`config.mk`:
```
export PLATFORM = sky130hd
export DESIGN_NAME = axis_div_ctrl_flat
export DESIGN_NICKNAME = d
export VERILOG_FILES = /design/src/rtl/axis_pkg.sv /design/src/rtl/axis_div_ctrl_if.sv /design/src/rtl/axis_prescaler.sv /design/src/rtl/axis_div_ctrl.sv /design/src/flat_wrapper.sv
export SDC_FILE = /design/constraint.sdc
export NUM_CORES = 1
export LEC_CHECK = 0
export CORE_MARGIN = 2
export CORE_UTILIZATION = 45
export CTS_CLUSTER_DIAMETER = 30
export DETAILED_ROUTE_END_ITERATION = 16
export DONT_BUFFER_PORTS = 1
export PLACE_DENSITY = 0.65
export REMOVE_ABC_BUFFERS = 1
export SLEW_MARGIN = 40
export SYNTH_ARGS = -nofsm -noshare
export SYNTH_HDL_FRONTEND = slang
export SYNTH_SLANG_ARGS = --single-unit
```
`constraint.sdc`:
```
create_clock -name clk -period 3.3 [get_ports clk]
set_input_delay 0.825 -clock clk [delete_from_list [all_inputs] [get_ports clk]]
set_output_delay 0.825 -clock clk [all_outputs]
set_load 0.03 [all_outputs]
```
`src/rtl/axis_pkg.sv`:
```
// Shared definitions for the axis divider controller.
// Holds default widths, the Avalon register map addresses and the CTRL bit
// positions used by the controller and its testbench.
package axis_pkg;

  localparam int DIV_W_DEF  = 4;
  localparam int TCNT_W_DEF = 8;

  localparam logic [1:0] ADDR_DIV_REQ = 2'd0;
  localparam logic [1:0] ADDR_CTRL    = 2'd1;
  localparam logic [1:0] ADDR_STATUS  = 2'd2;
  localparam logic [1:0] ADDR_TCNT    = 2'd3;

  localparam int CTRL_EN_BIT = 0;

endpackage

```
`src/rtl/axis_div_ctrl_if.sv`:
```
// Avalon-MM slave bus bundle for the axis divider controller.
// Signals: chipselect, address[1:0], write_n, read_n, writedata[7:0]
// (host to controller) and readdata[7:0] (controller to host).
interface axis_div_ctrl_if;

  logic       chipselect;
  logic [1:0] address;
  logic       write_n;
  logic       read_n;
  logic [7:0] writedata;
  logic [7:0] readdata;

  modport slave (
    input  chipselect,
    input  address,
    input  write_n,
    input  read_n,
    input  writedata,
    output readdata
  );

  modport master (
    output chipselect,
    output address,
    output write_n,
    output read_n,
    output writedata,
    input  readdata
  );

endinterface

```
`src/rtl/axis_prescaler.sv`:
```
// Prescaler for the axis rate tick.
// Ports: clk, reset (sync, active-high), enable_i (count while 1),
// active_div_i (exponent in force), tick_o (high on the terminal cycle).
// The counter is 2^DIV_W-1 bits wide so exponent 2^DIV_W-1 fits one period.
module axis_prescaler #(
  parameter int DIV_W = 4
) (
  input  logic             clk,
  input  logic             reset,
  input  logic             enable_i,
  input  logic [DIV_W-1:0] active_div_i,
  output logic             tick_o
);

  localparam int CNT_W = (1 << DIV_W) - 1;

  logic [CNT_W-1:0] cnt_q;
  logic [CNT_W-1:0] cnt_d;
  logic [CNT_W-1:0] term;

  always_comb begin
    // For the largest exponent the shift wraps to 0 and the subtract gives all ones.
    term   = (CNT_W'(1) << active_div_i) - CNT_W'(1);
    tick_o = enable_i && (cnt_q == term);
    cnt_d  = cnt_q + CNT_W'(1);
    // Disabling abandons the partial period; the terminal cycle restarts it.
    if (!enable_i || tick_o) begin
      cnt_d = '0;
    end
  end

  always_ff @(posedge clk) begin
    if (reset) begin
      cnt_q <= '0;
    end else begin
      cnt_q <= cnt_d;
    end
  end

endmodule

```
`src/rtl/axis_div_ctrl.sv`:
```
// Axis divider configuration controller and step-rate scheduler.
// Ports: clk, reset (sync, active-high), avs (Avalon-MM slave bundle),
// tick (rate pulse at clk/2^active_div), active_div (exponent in force),
// div_pending (request waiting for a period boundary),
// div_update (one-cycle pulse on the cycle a request is applied).
// Registers: 0 DIV_REQ, 1 CTRL (bit0 enable), 2 STATUS (RO), 3 TCNT.
module axis_div_ctrl
  import axis_pkg::*;
#(
  parameter int DIV_W     = DIV_W_DEF,
  parameter int RESET_DIV = 0,
  parameter int TCNT_W    = TCNT_W_DEF
) (
  input  logic             clk,
  input  logic             reset,
  axis_div_ctrl_if.slave   avs,
  output logic             tick,
  output logic [DIV_W-1:0] active_div,
  output logic             div_pending,
  output logic             div_update
);

  logic [DIV_W-1:0]  active_div_q, active_div_d;
  logic [DIV_W-1:0]  req_div_q, req_div_d;
  logic              pending_q, pending_d;
  logic              enable_q, enable_d;
  logic [TCNT_W-1:0] tick_cnt_q, tick_cnt_d;
  logic [7:0]        readdata_q, readdata_d;
  logic              wr_en, rd_en, apply_w, tick_w;
  logic              unused_wdata;

  axis_prescaler #(.DIV_W(DIV_W)) u_prescaler (
    .clk          (clk),
    .reset        (reset),
    .enable_i     (enable_q),
    .active_div_i (active_div_q),
    .tick_o       (tick_w)
  );

  assign unused_wdata = ^avs.writedata;

  always_comb begin
    wr_en = avs.chipselect & ~avs.write_n;
    rd_en = avs.chipselect & ~avs.read_n;
    // Enabled: apply only on the terminal cycle so the count is already 0.
    // Disabled: the count is held at 0, so apply right away.
    apply_w = pending_q & (~enable_q | tick_w);

    active_div_d = active_div_q;
    req_div_d    = req_div_q;
    pending_d    = pending_q;
    enable_d     = enable_q;
    tick_cnt_d   = tick_cnt_q;
    readdata_d   = readdata_q;

    if (apply_w) begin
      active_div_d = req_div_q;
      pending_d    = 1'b0;
    end

    if (tick_w) begin
      tick_cnt_d = tick_cnt_q + TCNT_W'(1);
    end

    // Writes come after the apply so a colliding DIV_REQ write keeps pending set.
    if (wr_en) begin
      case (avs.address)
        ADDR_DIV_REQ: begin
          req_div_d = avs.writedata[DIV_W-1:0];
          pending_d = 1'b1;
        end
        ADDR_CTRL: enable_d   = avs.writedata[CTRL_EN_BIT];
        ADDR_TCNT: tick_cnt_d = '0;
        default:   ;
      endcase
    end

    // Reads use the current (pre-write) register values.
    if (rd_en) begin
      case (avs.address)
        ADDR_DIV_REQ: readdata_d = 8'(req_div_q);
        ADDR_CTRL:    readdata_d = 8'(enable_q);
        ADDR_STATUS:  readdata_d = 8'({active_div_q, 3'b000, pending_q});
        default:      readdata_d = 8'(tick_cnt_q);
      endcase
    end
  end

  always_ff @(posedge clk) begin
    if (reset) begin
      active_div_q <= DIV_W'(RESET_DIV);
      req_div_q    <= DIV_W'(RESET_DIV);
      pending_q    <= 1'b0;
      enable_q     <= 1'b0;
      tick_cnt_q   <= '0;
      readdata_q   <= '0;
    end else begin
      active_div_q <= active_div_d;
      req_div_q    <= req_div_d;
      pending_q    <= pending_d;
      enable_q     <= enable_d;
      tick_cnt_q   <= tick_cnt_d;
      readdata_q   <= readdata_d;
    end
  end

  assign avs.readdata = readdata_q;
  assign tick         = tick_w;
  assign active_div   = active_div_q;
  assign div_pending  = pending_q;
  assign div_update   = apply_w;

endmodule

```
`src/flat_wrapper.sv`:
```
// flat-port wrapper written by rule: the top's interface ports become plain ports
module axis_div_ctrl_flat import axis_pkg::*;
#(
  parameter int DIV_W     = DIV_W_DEF,
  parameter int RESET_DIV = 0,
  parameter int TCNT_W    = TCNT_W_DEF
)
  (clk, reset, tick, active_div, div_pending, div_update, avs_chipselect, avs_address, avs_write_n, avs_read_n, avs_writedata, avs_readdata);
  axis_div_ctrl_if avs_i ();
  input  logic clk;
  input  logic reset;
  output logic tick;
  output logic [DIV_W-1:0] active_div;
  output logic div_pending;
  output logic div_update;
  input wire logic [$bits(avs_i.chipselect)-1:0] avs_chipselect;
  input wire logic [$bits(avs_i.address)-1:0] avs_address;
  input wire logic [$bits(avs_i.write_n)-1:0] avs_write_n;
  input wire logic [$bits(avs_i.read_n)-1:0] avs_read_n;
  input wire logic [$bits(avs_i.writedata)-1:0] avs_writedata;
  output wire logic [$bits(avs_i.readdata)-1:0] avs_readdata;
  assign avs_i.chipselect = avs_chipselect;
  assign avs_i.address = avs_address;
  assign avs_i.write_n = avs_write_n;
  assign avs_i.read_n = avs_read_n;
  assign avs_i.writedata = avs_writedata;
  assign avs_readdata = avs_i.readdata;
  axis_div_ctrl #(.DIV_W(DIV_W), .RESET_DIV(RESET_DIV), .TCNT_W(TCNT_W)) u_core (.clk(clk), .reset(reset), .avs(avs_i), .tick(tick), .active_div(active_div), .div_pending(div_pending), .div_update(div_update));
endmodule
```
==> results of run 1 <==
## kinds of logic after synthesis
| logic type | synth area share, % |
|---|---|
| AND/OR/NAND/NOR | 30.7 |
| AO/OA/AOI/OAI | 15.7 |
| flip-flops | 32.2 |
| buffers and inverters | 7.41 |
| XOR/XNOR | 7.22 |
| multiplexers | 5.30 |
| adder cells (fa/ha/maj) | 1.47 |
## worst reg2reg max path, stage by stage, from the launching register on
cell      delay, ns
dfxtp_4        0.39
nor2_4         0.05
nand2_2        0.07
ha_4           0.17
buf_6          0.11
or3b_4         0.37
a211o_1        0.31
o221ai_2       0.07
and4bb_1       0.23
nand4_1        0.21
buf_4          0.20
buf_4          0.12
buf_4          0.14
or4_4          0.41
a21oi_2        0.14
## power breakdown
part	leakage [nW]	switching, mW	internal, mW
logic	0.685	0.0228	0.0204
clock network	0.0574	0.193	0.246
registers	0.334	0.00827	0.497
## metal layers
| layer | track usage (%) | vias to the layer above | part of all wire [%] |
|---|---|---|---|
| met5 | 0 | - | 0 |
| met4 | 7.59 | 0 | 1.7 |
| met3 | 4.43 | 8 | 5.2 |
| met2 | 29.3 | 54 | 44 |
| met1 | 28.7 | 1064 | 49 |
| li1 | - | 1124 | - |
## placed cells by master, fill, tap and decap left out, drive strengths merged, types with 2 or more instances in the layout
| cell type | instances |
|---|---|
| a21oi | 14 |
| a221oi | 3 |
| a22oi | 5 |
| a31oi | 4 |
| a32o | 2 |
| a41o | 2 |
| and2 | 3 |
| and3 | 7 |
| and4 | 2 |
| buf | 29 |
| clkbuf | 6 |
| dfxtp | 41 |
| ha | 3 |
| inv | 8 |
| mux2 | 2 |
| mux2i | 9 |
| nand2 | 21 |
| nand2b | 12 |
| nand3 | 15 |
| nand3b | 4 |
| nand4 | 5 |
| nor2 | 45 |
| nor2b | 2 |
| nor3 | 7 |
| nor3b | 2 |
| nor4 | 2 |
| nor4b | 3 |
| o211ai | 2 |
| o21ai | 13 |
| o31ai | 3 |
| or3 | 2 |
| or3b | 2 |
| or4 | 2 |
| xnor2 | 13 |
| xor2 | 8 |
## per-stage QoR
stage	instances	TNS, ns	setup WS (ns)	area, µm²
floorplan	286	-5.24	-0.888	2390
global placement	380	-0.0101	-0.0101	2660
detailed placement	380	-0.0437	-0.0437	2660
CTS	397	-0.251	-0.146	2910
global route	395	-0.733	-0.410	2920
finish	395	-0.387	-0.239	2920
## sequential cells by signal, summed over array words and instances (netlist names)
name                      flops
u_core.tick_cnt_q             8
u_core.avs.readdata           8
u_core.u_prescaler.cnt_q     15
u_core.enable_q               1
u_core.req_div_q              4
u_core.active_div             4
u_core.div_pending            1
## worst paths after layout
kind                        startpoint              endpoint  slack, ns  depth (start not counted)
setup / recovery  u_core.active_div[1]            div_update      -0.24                         11
hold / removal     u_core.req_div_q[0]  u_core.active_div[0]       0.49                          2
setup reg to reg  u_core.active_div[1]  u_core.tick_cnt_q[2]       0.25                         14
hold reg to reg    u_core.req_div_q[0]  u_core.active_div[0]       0.49                          2
## layout make-up
cell class              instances  area, µm²
fillers                       511       2560
clock inverters                 2       37.5
inverters                       8       30.0
repair buffers                 29        238
flip-flops and latches         41        831
multi-input cells             237       1610
clock buffers                   6       82.6
well taps                      72       90.1
## what timing repair did
action / in CTS / in global routing
hold endpoints to repair: 0 / 0
pin swaps: 15 / 9
gates resized for setup: 19 / 7
endpoints found under the setup margin: 2 / 7
setup buffers: 9 / 1
==> flow_summary.ini, run 1 <==
[worst_setup_path]
crit_family = simple AND/OR/NAND/NOR gates
end_kind = output port
critical_path_arrival_ns = 2.71
slowest_delay_ns = 0.39
critPathLaunchType = flip-flop
slowest_stage = dfxtp_4
cp_max_fo = 6
path_class = flip-flop to output port
crit_chain = nor2_4 > nand2_2 > ha_4 > buf_6 > or3b_4 > a211o_1 > o221ai_2 > and4bb_1 > nand4_1 > a21boi_2 > buf_12
required_ns = 2.47
path_buf_inv = 2

[final_layout]
drive_above_1_share_pct = 21.7
diodes = 0
syn2layout_area_growth_pct = 14.4
final_core_util_pct = 53.3
nNetsFinal = 340

[placed_design]
place.port_buffers = 0
dp_hpwl_um = 4090
place.gp.congestion = 0.822

[synth]
synth_warnings = 0
netlist_area_um2 = 2550
synth_seq_cells = 41
yosysUniqueCellTypes = 65
synth_area_leaders = dfxtp_1, nor2_1, xnor2_1
synth_top_area_share_pct = 32.2
synthCells = 307
synth_top_flop_cell = dfxtp_1
synth-seq-area-share_pct = 32.2
async_flop_share_pct = 0
post-synth-top-count-cell = nor2_1
synth_area_leader_cell = dfxtp_1
syn-mean-instance-area_um2 = 8.30
synth.top_cells.by_count = nor2_1, dfxtp_1, nand2_1
synth_edf_count = 0

[run_status]
run_status = complete, but fails checks
violations = setup timing

[sta]
maxSlewHeadroom_pct = 69.8
slew_viol_final = 0
fin_ws_ns = -0.239
period_minus_slack_ns = 3.54
fin_skew_ns = 0.00957
timing.final.crit_share_pct = 107
clock.fmax_ghz = 0.283
holdWs_ns = 0.491
tightest_slew_ns = 0.454
hold_violations = 0
rsz0062_at_grt = yes
setup_viol = 2

[worst_hold_path]
min_path_type = flip-flop to flip-flop

[route]
firstDrtPassIters = 4
num_vias = 2250
routed_wl_um = 5870
drc_errors = 0
ant_nets = 0
wl_per_cell_um = 14.9
drt_iter0_markers = 107
vias_per_cell = 5.70

[floorplan]
die_w_um = 79.3
io_pins = 30
core_um2 = 5470
initial_utilization_pct = 46.6
core.rowCount = 27
die_h_um = 79.3
die_area_um2 = 6280

[pwr]
leakagePower_nw = 1.08
fin_total_pwr_mw = 0.987
powerDensity_nw_per_um2 = 339
max-vdd-ir-drop_mv = 0.182

[clock_tree]
cts_tree = done
clk_path_buf_depth = 2
clk_pin_slew_worst_paths_ns = 0.09
cts.sink_count = 41
clock_latency_ns = 0.30
ctsHoldBuffers = 0
htree_levels = 2
cts_made_buffers = 5
root_buffer = clkbuf_8

[global_route]
grt_overflow = 0
antenna_found_initial = 0
grt_usage_pct = 20.1
grt_max_degree = 27
grt_pass1_wl_um = 10000
grt_pass1_vias = 2119

[flow_run]
cap_violations = 0
Note: power is estimated with default switching activity, not from simulation.
==> inputs of run 2 (changes only) <==
--- a/config.mk
+++ b/config.mk
@@ -5,6 +5,7 @@
 export SDC_FILE = /design/constraint.sdc
 export NUM_CORES = 1
 export LEC_CHECK = 0
+export ABC_AREA = 1
 export CORE_MARGIN = 2
 export CORE_UTILIZATION = 45
 export CTS_CLUSTER_DIAMETER = 30
==> flow_summary.ini, run 2 <==
[global_route]
grt_usage_pct = 20.3
use_met2_pct = 35.0
antenna_found_initial = 0
grt_pass1_vias = 2334
grt_pass1_wl_um = 10300
grt_max_degree = 18
grt_overflow = 0
use_met3_pct = 4.41
grt.met1_usage_pct = 24.9
busiest_layer = met2

[sta]
period_minus_slack_ns = 3.18
fin_skew_ns = 0.00857
holdWs_ns = 0.487
rsz0062_at_grt = yes
hold_violations = 0
setup_viol = 0
timing.final.crit_share_pct = 96.5
maxSlewHeadroom_pct = 59.0
tightest_slew_ns = 0.615
slew_viol_final = 0
clock.fmax_ghz = 0.314

[floorplan]
initial_utilization_pct = 46.7
io_pins = 30
core.rowCount = 27
die_h_um = 79.6
core_um2 = 5510
die_area_um2 = 6340
die_w_um = 79.6

[flow_run]
cap_violations = 0

[synth]
synth_edf_count = 0
synth_top_area_share_pct = 31.9
synth_top_flop_cell = dfxtp_1
async_flop_share_pct = 0
netlist_area_um2 = 2570
synth_seq_cells = 41
synth-seq-area-share_pct = 31.9
post-synth-top-count-cell = nand2_1
synth.top_cells.by_count = nand2_1, inv_1, dfxtp_1
syn-mean-instance-area_um2 = 6.66
yosysUniqueCellTypes = 33
synth_warnings = 0
synth_area_leader_cell = dfxtp_1
synth_area_leaders = dfxtp_1, nand2_1, nand3_1
synthCells = 386

[clock_tree]
cts_made_buffers = 5
root_buffer = clkbuf_8
clock_latency_ns = 0.30
clk_pin_slew_worst_paths_ns = 0.08
htree_levels = 2
cts_tree = done
cts.sink_count = 41
clk_path_buf_depth = 2

[worst_hold_path]
min_path_type = flip-flop to flip-flop

[pwr]
leakagePower_nw = 1.21
powerDensity_nw_per_um2 = 394
max-vdd-ir-drop_mv = 0.283
fin_total_pwr_mw = 1.13

[final_layout]
diodes = 0
syn2layout_area_growth_pct = 11.4
drive_above_1_share_pct = 15.9
mostFrequentLayoutCell = nand2_1
nNetsFinal = 412
regMostFlops = u_core.u_prescaler.cnt_q
final_core_util_pct = 52.0
largest_reg_flops = 15
final_cell_mix = nand2_1, inv_1, nand3_1, dfxtp_1, nor2_1

[placed_design]
dp_hpwl_um = 4390
place.port_buffers = 0
place.gp.congestion = 0.873

[worst_setup_path]
critPathLaunchType = flip-flop
cp_max_fo = 3
required_ns = 2.47
crit_chain = nor2_8 > nand3_4 > ha_4 > nand2_2 > inv_2 > nor2_4 > nand2_1 > nor2_1 > nand2_1 > nor2_2 > nand2_2 > nor2_4 > nand4_4 > a21oi_2 > buf_6
path_class = flip-flop to output port
end_kind = output port
critical_path_arrival_ns = 2.36
slowest_stage = dfxtp_4
slowest_delay_ns = 0.37

[route]
routed_wl_um = 5930
wl_per_cell_um = 12.7
vias_per_cell = 5.15
firstDrtPassIters = 4
num_vias = 2403
drc_errors = 0
ant_nets = 0
drt_iter0_markers = 140

[run_status]
run_status = finished clean
## run 2: changes by cell type after synthesis, sizes merged, moves of 7 or more
cell    delta
nand2b    -12
nand2     +85
nand3     +26
xnor2      -8
clkbuf     -8
mux2i      -9
inv       +45
a31oi      +7
and3       -7
## run 2: logic make-up after synthesis
family | Yosys count | share of synthesized area [%]
AND/OR/NAND/NOR | 215 | 40.3
buffers and inverters | 64 | 10.6
AO/OA/AOI/OAI | 47 | 10.3
flip-flops | 41 | 31.9
XOR/XNOR | 16 | 5.45
adder cells (fa/ha/maj) | 3 | 1.46
## run 2: per-layer routing
| metal | up-vias | part of all wire, % |
|---|---|---|
| met5 | - | 0 |
| met4 | 0 | 1.4 |
| met2 | 37 | 49 |
| li1 | 1256 | - |
| met1 | 1101 | 45 |
| met3 | 9 | 4.4 |
## run 2: cell type report
cell class              instances  area, µm²
fillers                       559       2640
multi-input cells             281       1530
flip-flops and latches         41        833
inverters                      54        205
well taps                      72       90.1
repair buffers                 11       86.3
clock buffers                   6       82.6
clock inverters                 2       37.5
## run 2: path summary, 6_finish.rpt
| path | slack (ns) | startpoint | to | cells past startpoint |
|---|---|---|---|---|
| max | 0.12 | u_core.active_div[3] | div_update | 15 |
| min | 0.49 | u_core.req_div_q[3] | u_core.req_div_q[3] | 2 |
| max reg2reg | 1.00 | u_core.active_div[3] | u_core.tick_cnt_q[1] | 17 |
| min reg2reg | 0.49 | u_core.req_div_q[3] | u_core.req_div_q[3] | 2 |
## run 2: worst max-delay path, delay by kind of cell, from the launching register on
kind / cells / cell delay [ns]
adders and majority gates: 1 / 0.25
buffers and inverters: 2 / 0.19
and+or+nand+nor: 11 / 1.05
AOI/OAI and AO/OA: 1 / 0.20
DFF: 1 / 0.37
## run 2: metrics by stage
step | area [µm²] | std cells | TNS (ns) | worst slack [ns]
finish | 2870 | 467 | 0 | 0.116
global route | 2870 | 467 | -0.0387 | -0.0387
CTS | 2780 | 464 | 0 | 0.00978
detailed placement | 2650 | 455 | 0 | 0.0934
global placement | 2650 | 455 | 0 | 0.117
floorplan | 2500 | 376 | -0.145 | -0.145
## run 2: power breakdown
part | switching, mW | internal, mW
sequential | 0.0216 | 0.503
clock | 0.182 | 0.246
combinational | 0.114 | 0.0640
## run 2: repair_timing
item	CTS	global route
hold buffers	0	0
pin swaps	0	10
endpoints found under the setup margin	2	2
gates resized for setup	3	19
buffers inserted	1	3
